**config.mk**
```make
export PLATFORM = sky130hd
export DESIGN_NAME = fir_decim_out
export DESIGN_NICKNAME = d
export VERILOG_FILES = /design/src/rtl/fir_pkg.sv /design/src/rtl/sync_fifo_fwft.sv /design/src/rtl/fir_decim_out.sv
export SDC_FILE = /design/constraint.sdc
export NUM_CORES = 1
export LEC_CHECK = 0
export BUFFER_PORTS_ARGS = -buffer_cell sky130_fd_sc_hd__buf_2
export CORE_MARGIN = 2
export CORE_UTILIZATION = 35
export CTS_BUF_LIST = sky130_fd_sc_hd__clkbuf_4
export DETAILED_ROUTE_END_ITERATION = 6
export SYNTH_ARGS = -nofsm -noshare
export SYNTH_HDL_FRONTEND = slang
export SYNTH_SLANG_ARGS = --single-unit
export TNS_END_PERCENT = 20
```
**constraint.sdc**
```tcl
create_clock -name i_clk -period 3.95 [get_ports i_clk]
set_input_delay 0.1975 -clock i_clk [delete_from_list [all_inputs] [get_ports i_clk]]
set_output_delay 0.1975 -clock i_clk [all_outputs]
set_load 0.05 [all_outputs]
```
**src/rtl/fir_pkg.sv**
```systemverilog
// Shared definitions for the FIR datapath: default widths and the round/saturate helper.
// Also used by the fir_filter testbenches, so keep the function free of module state.
package fir_pkg;

    localparam int DEFAULT_DATA_WIDTH = 24;
    localparam int DEFAULT_OUT_WIDTH  = 16;
    localparam int SR_WIDTH           = 64;

    typedef struct packed {
        logic                       sat;
        logic signed [SR_WIDTH-1:0] value;
    } sat_round_t;

    // Round half toward +inf by adding half an LSB before the arithmetic shift,
    // then clamp to the signed range of outWidth bits.
    function automatic sat_round_t sat_round(input logic signed [SR_WIDTH-1:0] din,
                                             input int shift,
                                             input int outWidth);
        logic signed [SR_WIDTH:0] one;
        logic signed [SR_WIDTH:0] t;
        logic signed [SR_WIDTH:0] r;
        logic signed [SR_WIDTH:0] maxV;
        logic signed [SR_WIDTH:0] minV;
        sat_round_t               res;
        one    = '0;
        one[0] = 1'b1;
        t      = {din[SR_WIDTH-1], din};
        if (shift > 0) begin
            t = t + (one <<< (shift - 1));
        end
        r    = t >>> shift;
        maxV = (one <<< (outWidth - 1)) - one;
        minV = -(one <<< (outWidth - 1));
        res.sat = 1'b0;
        if (r > maxV) begin
            r       = maxV;
            res.sat = 1'b1;
        end else if (r < minV) begin
            r       = minV;
            res.sat = 1'b1;
        end
        res.value = r[SR_WIDTH-1:0];
        return res;
    endfunction

endpackage

```
**src/rtl/sync_fifo_fwft.sv**
```systemverilog
// First-word-fall-through synchronous FIFO; the head entry is visible whenever non-empty.
// Pointers carry an extra wrap bit; count and full are registered alongside them.
module sync_fifo_fwft #(
    parameter int WIDTH = 16,
    parameter int DEPTH = 8
) (
    input  logic                     i_clk,
    input  logic                     i_rst,
    input  logic                     i_wr_en,
    input  logic [WIDTH-1:0]         iv_wr_data,
    input  logic                     i_rd_en,
    output logic [WIDTH-1:0]         ov_rd_data,
    output logic                     o_empty,
    output logic                     o_full,
    output logic [$clog2(DEPTH):0]   ov_count
);

    localparam int AW = $clog2(DEPTH);

    logic [WIDTH-1:0] mem_q [DEPTH];
    logic [AW:0]      wrPtr_q;
    logic [AW:0]      rdPtr_q;
    logic [AW:0]      count_q;
    logic [AW:0]      count_d;
    logic             full_q;
    logic             doRead;
    logic             doWrite;

    assign o_empty    = (wrPtr_q == rdPtr_q);
    assign o_full     = full_q;
    assign ov_count   = count_q;
    assign ov_rd_data = o_empty ? '0 : mem_q[rdPtr_q[AW-1:0]];

    // A write into a full FIFO is only taken when the head leaves on the same edge.
    assign doRead  = i_rd_en && !o_empty;
    assign doWrite = i_wr_en && (!full_q || doRead);

    always_comb begin
        count_d = count_q;
        if (doWrite && !doRead) begin
            count_d = count_q + 1'b1;
        end else if (doRead && !doWrite) begin
            count_d = count_q - 1'b1;
        end
    end

    always_ff @(posedge i_clk) begin
        if (doWrite) begin
            mem_q[wrPtr_q[AW-1:0]] <= iv_wr_data;
        end
    end

    always_ff @(posedge i_clk) begin
        if (i_rst) begin
            wrPtr_q <= '0;
            rdPtr_q <= '0;
            count_q <= '0;
            full_q  <= 1'b0;
        end else begin
            if (doWrite) begin
                wrPtr_q <= wrPtr_q + 1'b1;
            end
            if (doRead) begin
                rdPtr_q <= rdPtr_q + 1'b1;
            end
            count_q <= count_d;
            full_q  <= (count_d == (AW+1)'(DEPTH));
        end
    end

endmodule

```
**src/rtl/fir_decim_out.sv**
```systemverilog
// FIR output stage: decimate, round/saturate to OUT_WIDTH, buffer in a FWFT FIFO,
// and fold the per-tap overflow vectors plus local drop/saturation events into sticky flags.
module fir_decim_out
    import fir_pkg::*;
#(
    parameter int DATA_WIDTH = DEFAULT_DATA_WIDTH,
    parameter int OUT_WIDTH  = DEFAULT_OUT_WIDTH,
    parameter int FIR_DEPTH  = 128,
    parameter int DECIM      = 4,
    parameter int FIFO_DEPTH = 8
) (
    input  logic                          i_clk,
    input  logic                          i_rst,
    input  logic                          i_en,
    input  logic                          i_din_valid,
    input  logic signed [DATA_WIDTH-1:0]  iv_din,
    input  logic [FIR_DEPTH-1:0]          iv_prod_overflow,
    input  logic [FIR_DEPTH-1:0]          iv_sum_overflow,
    input  logic                          i_clr_sticky,
    input  logic                          i_dout_ready,
    output logic                          o_dout_valid,
    output logic signed [OUT_WIDTH-1:0]   ov_dout,
    output logic [$clog2(FIFO_DEPTH):0]   ov_fifo_count,
    output logic                          o_fifo_full,
    output logic                          o_drop_sticky,
    output logic                          o_sat_sticky,
    output logic                          o_ovf_sticky
);

    localparam int SHIFT = DATA_WIDTH - OUT_WIDTH;
    localparam int PH_W  = (DECIM > 1) ? $clog2(DECIM) : 1;

    logic [PH_W-1:0]          phase_q;
    logic [PH_W-1:0]          phase_d;
    logic                     accept;
    logic                     keep;
    sat_round_t               rounded;
    logic                     unusedRoundBits;
    logic [OUT_WIDTH-1:0]     round_q;
    logic                     roundValid_q;
    logic                     fifoEmpty;
    logic                     fifoFull;
    logic                     fifoRdEn;
    logic                     dropEvent;
    logic                     dropSticky_q;
    logic                     dropSticky_d;
    logic                     satSticky_q;
    logic                     satSticky_d;
    logic                     ovfSticky_q;
    logic                     ovfSticky_d;

    assign accept  = i_en && i_din_valid;
    assign keep    = accept && (phase_q == '0);
    assign rounded = sat_round(SR_WIDTH'(iv_din), SHIFT, OUT_WIDTH);
    assign unusedRoundBits = ^rounded.value[SR_WIDTH-1:OUT_WIDTH];

    // Phase 0 marks a kept sample, so the first accept after reset is always kept.
    always_comb begin
        phase_d = phase_q;
        if (accept) begin
            phase_d = (phase_q == PH_W'(DECIM - 1)) ? '0 : phase_q + 1'b1;
        end
    end

    always_ff @(posedge i_clk) begin
        if (i_rst) begin
            phase_q      <= '0;
            round_q      <= '0;
            roundValid_q <= 1'b0;
        end else begin
            phase_q      <= phase_d;
            roundValid_q <= keep;
            if (keep) begin
                round_q <= rounded.value[OUT_WIDTH-1:0];
            end
        end
    end

    // The round register drains into the FIFO one edge later regardless of i_en.
    sync_fifo_fwft #(
        .WIDTH (OUT_WIDTH),
        .DEPTH (FIFO_DEPTH)
    ) u_fifo (
        .i_clk      (i_clk),
        .i_rst      (i_rst),
        .i_wr_en    (roundValid_q),
        .iv_wr_data (round_q),
        .i_rd_en    (fifoRdEn),
        .ov_rd_data (ov_dout),
        .o_empty    (fifoEmpty),
        .o_full     (fifoFull),
        .ov_count   (ov_fifo_count)
    );

    assign o_dout_valid = !fifoEmpty;
    assign o_fifo_full  = fifoFull;
    assign fifoRdEn     = o_dout_valid && i_dout_ready;
    assign dropEvent    = roundValid_q && fifoFull && !fifoRdEn;

    // A set in the same cycle as a clear wins, so no event is ever lost.
    always_comb begin
        dropSticky_d = (dropSticky_q && !i_clr_sticky) || dropEvent;
        satSticky_d  = (satSticky_q && !i_clr_sticky) || (keep && rounded.sat);
        ovfSticky_d  = (ovfSticky_q && !i_clr_sticky) ||
                       (i_en && |(iv_prod_overflow | iv_sum_overflow));
    end

    always_ff @(posedge i_clk) begin
        if (i_rst) begin
            dropSticky_q <= 1'b0;
            satSticky_q  <= 1'b0;
            ovfSticky_q  <= 1'b0;
        end else begin
            dropSticky_q <= dropSticky_d;
            satSticky_q  <= satSticky_d;
            ovfSticky_q  <= ovfSticky_d;
        end
    end

    assign o_drop_sticky = dropSticky_q;
    assign o_sat_sticky  = satSticky_q;
    assign o_ovf_sticky  = ovfSticky_q;

endmodule

```
# == Yosys cells after proc, flatten, opt, wreduce, memory -nomap -nowiden ==
# Memory sizes are Yosys's and may differ from the RTL's. A register that Yosys moved wholly into a read port is not among the register bits.
# Index checks and enable logic that the tools add are counted.
# totals
register_bits,35
latch_bits,0
ramBits,128
romBits,0
input_bits,286
out_inout_bits,25
elab_cells,61
mem_count,1
# memory_table
memory,words,word_bits,read_ports,rd_clocked_by_memory_dff,write_ports,line_no,text
u_fifo.mem_q,8,16,1,1,1,sync_fifo_fwft.sv:20,logic [WIDTH-1:0] mem_q [DEPTH];
# op_classes
addsub,6
n_mul,0
div,0
n_lt_le_gt_ge,2
n_eq_ne,3
shifts,0
mux,12
n_bitwise,1
n_reduce_logical,26
# op_table
cell,n
bitwise OR 128 bit,1
OR reduction 128 bit,1
two-way mux 16 bit,3
"adder 24 x 9 -> 25 bit, second input constant",1
"> comparator 17 x 16 -> 1 bit, second input constant",1
"< comparator 17 x 16 -> 1 bit, second input constant",1
logical AND 1 bit,14
"adder 4 x 1 -> 4 bit, second input constant",3
two-way mux 4 bit,2
zero test 1 bit,6
two-way mux 3 bit,2
== test 4 bit,1
"== test 4 bit, second input constant",1
logical OR 1 bit,4
two-way mux 1 bit,4
"subtractor 4 x 1 -> 4 bit, second input constant",1
"adder 2 x 1 -> 2 bit, second input constant",1
"== test 2 bit, second input constant",1
zero test 2 bit,1
two-way mux 2 bit,1

# == Logic depth before layout (Yosys ltp) ==
# Gate-level depths: netlist of the first run.
# depth
depth_word,11
ltp_mapped,7

# == Hierarchy ==
# A second synthesis of the first run with hierarchy kept.
# hier_totals
hier_cells,530
area_unflattened_um2,7428.4
# modules_own_cells
module,n_inst,cells_each,area_each_um2,seq_area_each_um2
sync_fifo_fwft,1,303,5723.0,4164.0
fir_decim_out,1,227,1705.4,440.4

# == Least setup slack after synthesis of the first run ==
# No wires, ideal clock.
# synth_timing
path_kind,register to register
from,register u_fifo.wrPtr_q[0]
to,"memory u_fifo.mem_q[1][0], enable pin"
setup_ns,0.409
arrival_ns,2.436
path_slack_ns,1.105
path_stages_with_launch,6
period_less_slack_ns,2.845
path_cell_list,dfxtp_1 -> xor2_2 -> o41ai_4 -> a21boi_2 -> nand2_1 -> nor3_1
# synth_between
elab_chain_len,8
# synth_lines
item,line_no,text
from (decl),sync_fifo_fwft.sv:21,logic [AW:0] wrPtr_q;
from (signal assigned),sync_fifo_fwft.sv:61,wrPtr_q <= wrPtr_q + 1'b1;
== test 4 bit,sync_fifo_fwft.sv:29,assign o_empty = (wrPtr_q == rdPtr_q);
zero test 1 bit,"sync_fifo_fwft.sv:35, fir_decim_out.sv:95",
logical AND 1 bit,fir_decim_out.sv:97,assign fifoRdEn = o_dout_valid && i_dout_ready;
logical AND 1 bit,sync_fifo_fwft.sv:35,assign doRead = i_rd_en && !o_empty;
logical OR 1 bit,sync_fifo_fwft.sv:36,assign doWrite = i_wr_en && (!full_q || doRead);
logical AND 1 bit,sync_fifo_fwft.sv:36,
two-way mux 1 bit,sync_fifo_fwft.sv:48,if (doWrite) begin
two-way mux 1 bit (not written as such),sync_fifo_fwft.sv:49,mem_q[wrPtr_q[AW-1:0]] <= iv_wr_data;
to (decl),sync_fifo_fwft.sv:20,
# Several ways; a longest one is shown, not always the timed one.

# == Final worst setup path of the first run ==
# layout_timing
from,register u_fifo.wrPtr_q[2]
to,"memory u_fifo.mem_q[6][3], enable pin"
# Same word-level chain as after synthesis.

==> results.ini, run 1 <==
[status]
status=complete, no violations

[cts]
clk_pin_slew_ps=130
clk-insertion-delay-late_ps=560
htree_num_levels=4
cts_root_buffer=clkbuf_4
cts-buffers-inserted=17
cts_tree=done
cts.sinks=166
post-cts-setup-buffer-count=0
cts_buffer_depth=2
post_cts_resized=0

[power]
vdd_drop_max_uv=150
leakage_uw=0.00373
pwr_density_cell_nw_per_um2=368

[logic_synthesis]
netlist_instances=526
ys_types=53
ys.flop_type=edfxtp_1
ys_ff_latch=166
synth-edff-count=128
ys_async_sr_fraction_pct=0
yosys_warnings=0
synth_seq_area_share_pct=61.8
avgSynthCellArea_um2=14.2
syn_nets=819
synth_area_um2=7440

[sta]
tns_ps=0
hold_viol=0
max-slew-margin-rel_pct=39.7
timing.fmax_mhz=329
report.final.setup_viol=0
drv_slew=0
layout_min_cycle_time_ps=3040
worstMarginPinSlew_ps=902
finalCritPeriodShare_pct=77.0
grt_setup_unrepaired=false
finalClockSkew_ps=24.8

[finish]
fin_cells=1150
areaGrowthSynthToFinish_pct=31.5
layout_common_cells=buf_2 (303), edfxtp_1 (128), nor4_1 (69)
nets=1145
layout_commonest_cell=buf_2
num-fill-cells=1984
drive_gt1_share_pct=45.8

[setup_path]
arrival_ps=3290
path_class=flip-flop to flip-flop
cp_max_fo=10
endpoint_kind=flip-flop
start_kind=flip-flop
required_ps=4200

[global_route]
antenna_found_initial=11
grt_overflow_total=0
grt_pass1_wl_mm=42.8
grt_usage_pct=28.0
grt_max_degree=33
grt_pass1_vias=6141

[detailed_routing]
drc=0
ant_nets=0
first_iter_violations=489
via_per_inst=5.38
vias=6187
routed_wl_mm=31.0
wl_per_cell_um=27.0
dr.pass1.iters=5

[placement]
dp_cells=1092
portBuffers=303
gp_congestion=1.03
dpl.hpwl_mm=25.7

[floorplanning]
die_x_um=150
core_area_um2=21000
die-area_um2=22500
row_count=53
io_pins=311
start_util_pct=35.5
die_y_um=150

[flow_run]
cap_violations=0

[worst_hold_path]
hold_class=primary input to flip-flop

-- state kept, by name, indices dropped and copies added, names as in the netlist, named ones only --
name / flops
o_ovf_sticky: 1
round_q: 16
o_sat_sticky: 1
roundValid_q: 1
u_fifo.ov_count: 4
u_fifo.mem_q: 128
u_fifo.wrPtr_q: 4
phase_q: 2
u_fifo.o_full: 1
o_drop_sticky: 1
u_fifo.rdPtr_q: 4
-- critical path, cell delays in order (launching register included) --
cell	delay (ps)
dfxtp_1	650
xor2_2	380
o41ai_4	190
a21boi_2	330
nand2b_2	160
nor2_1	680
buf_4	350
-- kinds of logic (layout without fill, tap and decap cells) --
| family | count (synthesis) | after routing | share of synthesized area, % |
|---|---|---|---|
| AND/OR/NAND/NOR | 194 | 194 | 14.6 |
| flip-flops | 166 | 166 | 61.8 |
| AO/OA/AOI/OAI | 58 | 58 | 5.38 |
| multiplexers | 50 | 50 | 12.1 |
| buffers and inverters | 29 | 368 | 1.76 |
| XOR/XNOR | 22 | 22 | 3.14 |
| adder cells (fa/ha/maj) | 7 | 7 | 1.18 |
| other | 0 | 10 | 0 |
-- layer usage --
metal  vias up  routed length [um]  global-route usage [%]
met5         -                  38                       0
met4         6                 854                    8.77
met3        41                3100                    10.1
met2       323               13100                    40.0
met1      3021               13900                    39.7
li1       2796                   -                       -
-- final cells by class --
class,instances,area [um2],share of cell area (%)
inverter,8,30.0,0.307
timing repair buffer,328,1740,17.8
sequential,166,4610,47.1
multi-input combinational,331,2730,27.9
clock buffer,19,143,1.46
tap,275,344,3.51
antenna,10,25.0,0.256
clock inverter,13,165,1.69
-- power breakdown --
group / internal (uW) / switching (uW) / leakage (uW) / total [uW]
clock network: 462 / 587 / 0.000169 / 1050
logic: 245 / 323 / 0.00207 / 568
registers: 1920 / 68.8 / 0.00149 / 1980
-- synthesized netlist by cell type, drive strengths merged, types with 2 or more instances --
cell    count  share of area (%)
or4         2               0.25
xor2       12                2.0
a32o        2               0.27
clkbuf     13               0.66
and4        3               0.35
o22ai       3               0.25
nand2b      5               0.45
inv         8               0.40
and3        4               0.34
and4b       2               0.27
xnor2      10                1.2
mux4       32                9.7
ha          7                1.2
nor3        4               0.27
mux2i      18                2.4
nand4      22                1.8
o41a        2               0.34
o211ai      2               0.27
buf         7               0.55
dfxtp      38                 10
a21oi      22                1.5
and2        5               0.42
nor2       44                2.2
nor4       70                6.1
nand2      16               0.81
a32oi       2               0.24
o21ai      17                1.1
or3         2               0.18
nand3      12               0.81
edfxtp    128                 52
-- repair_timing --
| action | CTS | global route |
|---|---|---|
| hold buffers | 16 | 0 |
| endpoints found under the hold margin | 14 | 0 |
| setup endpoints to repair | 0 | 0 |
-- through the flow --
stage / hold slack [ps] / instance area [um2] / power [uW] / util [%] / setup WS [ps]
4_1_cts: 24.3 / 9760 / 3620 / 46.6 / 802
6_report: 70.6 / 9790 / 3600 / 46.7 / 908
2_1_floorplan: 352 / 7440 / 2290 / - / 1110
3_3_place_gp: 453 / 9300 / 2570 / 44.4 / 927
3_5_place_dp: 478 / 9300 / 2580 / 44.4 / 852
5_1_grt: 23.5 / 9770 / 3740 / 46.6 / 707
-- path summary, 6_finish.rpt --
check | from | to | slack, ps | cells past startpoint
worst max register to register | u_fifo.wrPtr_q[2] | u_fifo.mem_q[6][3] | 910 | 6
worst min-delay path | i_rst | u_fifo.wrPtr_q[1] | 70 | 2
worst min register to register | o_ovf_sticky | o_ovf_sticky | 500 | 1
worst max-delay path | u_fifo.wrPtr_q[2] | u_fifo.mem_q[6][3] | 910 | 6
Power figures use the tool's default switching activity.
==> inputs of run 2 (changes only) <==
==> constraint.sdc (replaced) <==
create_clock -name i_clk -period 3.1 [get_ports i_clk]
set_input_delay 0.155 -clock i_clk [delete_from_list [all_inputs] [get_ports i_clk]]
set_output_delay 0.155 -clock i_clk [all_outputs]
set_load 0.05 [all_outputs]
==> run 2 against run 1 <==
  * Total power rose by 20%
  * Critical path depth decreased by 1
  * Core utilization shrank 0.11 points
  * Sequential cell count is the same
  * Final area shrank 0.24%
  * Final cell count rose by 0.35%
  * Register-to-register slack lost 50 ps
  * Non-clock buffer count grew 9
  * Die area unchanged
  * Sequential power up 27%
==> results.ini, run 2 (same netlist as run 1, synthesis figures left out) <==
[power]
p_int_uw=3160
p_sw_uw=1180
sequentialPowerShare_pct=58.0
leakage_uw=0.00375
power_frac_comb_pct=17.3
switching_share_pct=27.3
clockPowerShare_pct=24.7
pwr_density_cell_nw_per_um2=444
vdd_drop_max_uv=189

[cts]
clk_pin_slew_ps=120
ctsHoldBuffers=20
cts_root_buffer=clkbuf_4
cts.sinks=166
cts_tree=done
cts-buffers-inserted=17
post_cts_resized=0
cts_buffer_depth=2
post-cts-setup-buffer-count=0
htree_num_levels=4
clk-insertion-delay-late_ps=530

[finish]
areaGrowthSynthToFinish_pct=31.2
layout_commonest_cell=buf_2
layout_common_cells=buf_2 (303), edfxtp_1 (128), nor4_1 (69)
largest_reg_flops=128
num-fill-cells=2023
drive_gt1_share_pct=45.3
nets=1154
final_util_pct=46.6

[sta]
drv_slew=0
layout_min_cycle_time_ps=2720
finalClockSkew_ps=13.9
grt_setup_unrepaired=false
hold_viol=0
max-slew-margin-rel_pct=48.6
timing.fmax_mhz=367
finalCritPeriodShare_pct=87.8
tns_ps=0
worstMarginPinSlew_ps=770
report.final.setup_viol=0

[floorplanning]
row_count=53
die_x_um=150
start_util_pct=35.5
die_y_um=150
io_pins=311
core_area_um2=21000
die-area_um2=22500

[global_route]
grt_usage_pct=27.8
grt_pass1_vias=6089
antenna_found_initial=7
grt_max_degree=33
grt_overflow_total=0
grt_pass1_wl_mm=42.5

[detailed_routing]
vias=6134
dr_wl_met2_mm=13.3
wl_per_cell_um=26.7
via_per_inst=5.32
met3_length_mm=2.66
top_layer_used=met5
wl_met1_mm=14.3
routed_wl_mm=30.8
first_iter_violations=534
ant_nets=0
drc=0
dr.pass1.iters=5

[flow_run]
cap_violations=0

[worst_hold_path]
min_path_cells=4
hold_class=primary input to flip-flop

[setup_path]
worstRegToRegCells=6
start_kind=flip-flop
required_ps=2940
path_class=flip-flop to primary output
arrival_ps=2570
endpoint_kind=primary output
cp_max_fo=16

[placement]
portBuffers=303
dpl.hpwl_mm=25.7
gp_congestion=1.05

[status]
status=complete, no violations

[run 2: area by class of cell]
cell class | instances | area [um2] | share of cell area (%)
Clock inverter | 13 | 90.1 | 0.922
Inverter | 8 | 30.0 | 0.307
Sequential cell | 166 | 4610 | 47.2
Antenna cell | 5 | 12.5 | 0.128
Multi-Input combinational cell | 331 | 2720 | 27.8
Clock buffer | 19 | 143 | 1.46
Tap cell | 275 | 344 | 3.52
Timing Repair Buffer | 337 | 1820 | 18.7
[run 2: layer usage]
| metal | up-vias | track usage (%) |
|---|---|---|
| met1 | 2991 | 40.3 |
| met5 | - | 0 |
| met3 | 32 | 8.60 |
| met2 | 301 | 40.1 |
| met4 | 6 | 8.16 |
| li1 | 2804 | - |
[run 2: final timing paths]
kind | startpoint | endpoint | slack (ps)
max | flip-flop | ov_dout[8] | 380
min | iv_din[14] | round_q[7] | 60
max reg2reg | u_fifo.wrPtr_q[1] | o_drop_sticky | 860
min reg2reg | u_fifo.rdPtr_q[3] | u_fifo.rdPtr_q[3] | 530
[run 2: per-stage QoR]
| step | setup WS [ps] | hold WS [ps] | cells | cell area (um2) | total power (uW) |
|---|---|---|---|---|---|
| final | 378 | 62.5 | 1154 | 9770 | 4340 |
| after global routing | 131 | 32.5 | 1153 | 9760 | 4530 |
| after CTS | 239 | 13.6 | 1149 | 9750 | 4370 |
| after detailed placement | 860 | 466 | 1097 | 9320 | 3290 |
| after global placement | 863 | 454 | 1097 | 9320 | 3290 |
| after floorplan | 255 | 309 | 526 | 7440 | 2920 |
[run 2: power groups by stage]
stage	combinational [uW]	clock [uW]	sequential, uW
3_3_place_gp	720	0	2570
4_1_cts	743	1110	2520
6_report	749	1070	2520
2_1_floorplan	357	0	2560
5_1_grt	795	1200	2530
3_5_place_dp	723	0	2570
[run 2: worst max-delay path, cell delays in order, from the launching register on]
cell and delay (ps):
dfxtp_2 710, buf_4 360, mux4_2 520, mux2i_1 160
nor2_1 50, buf_2 210
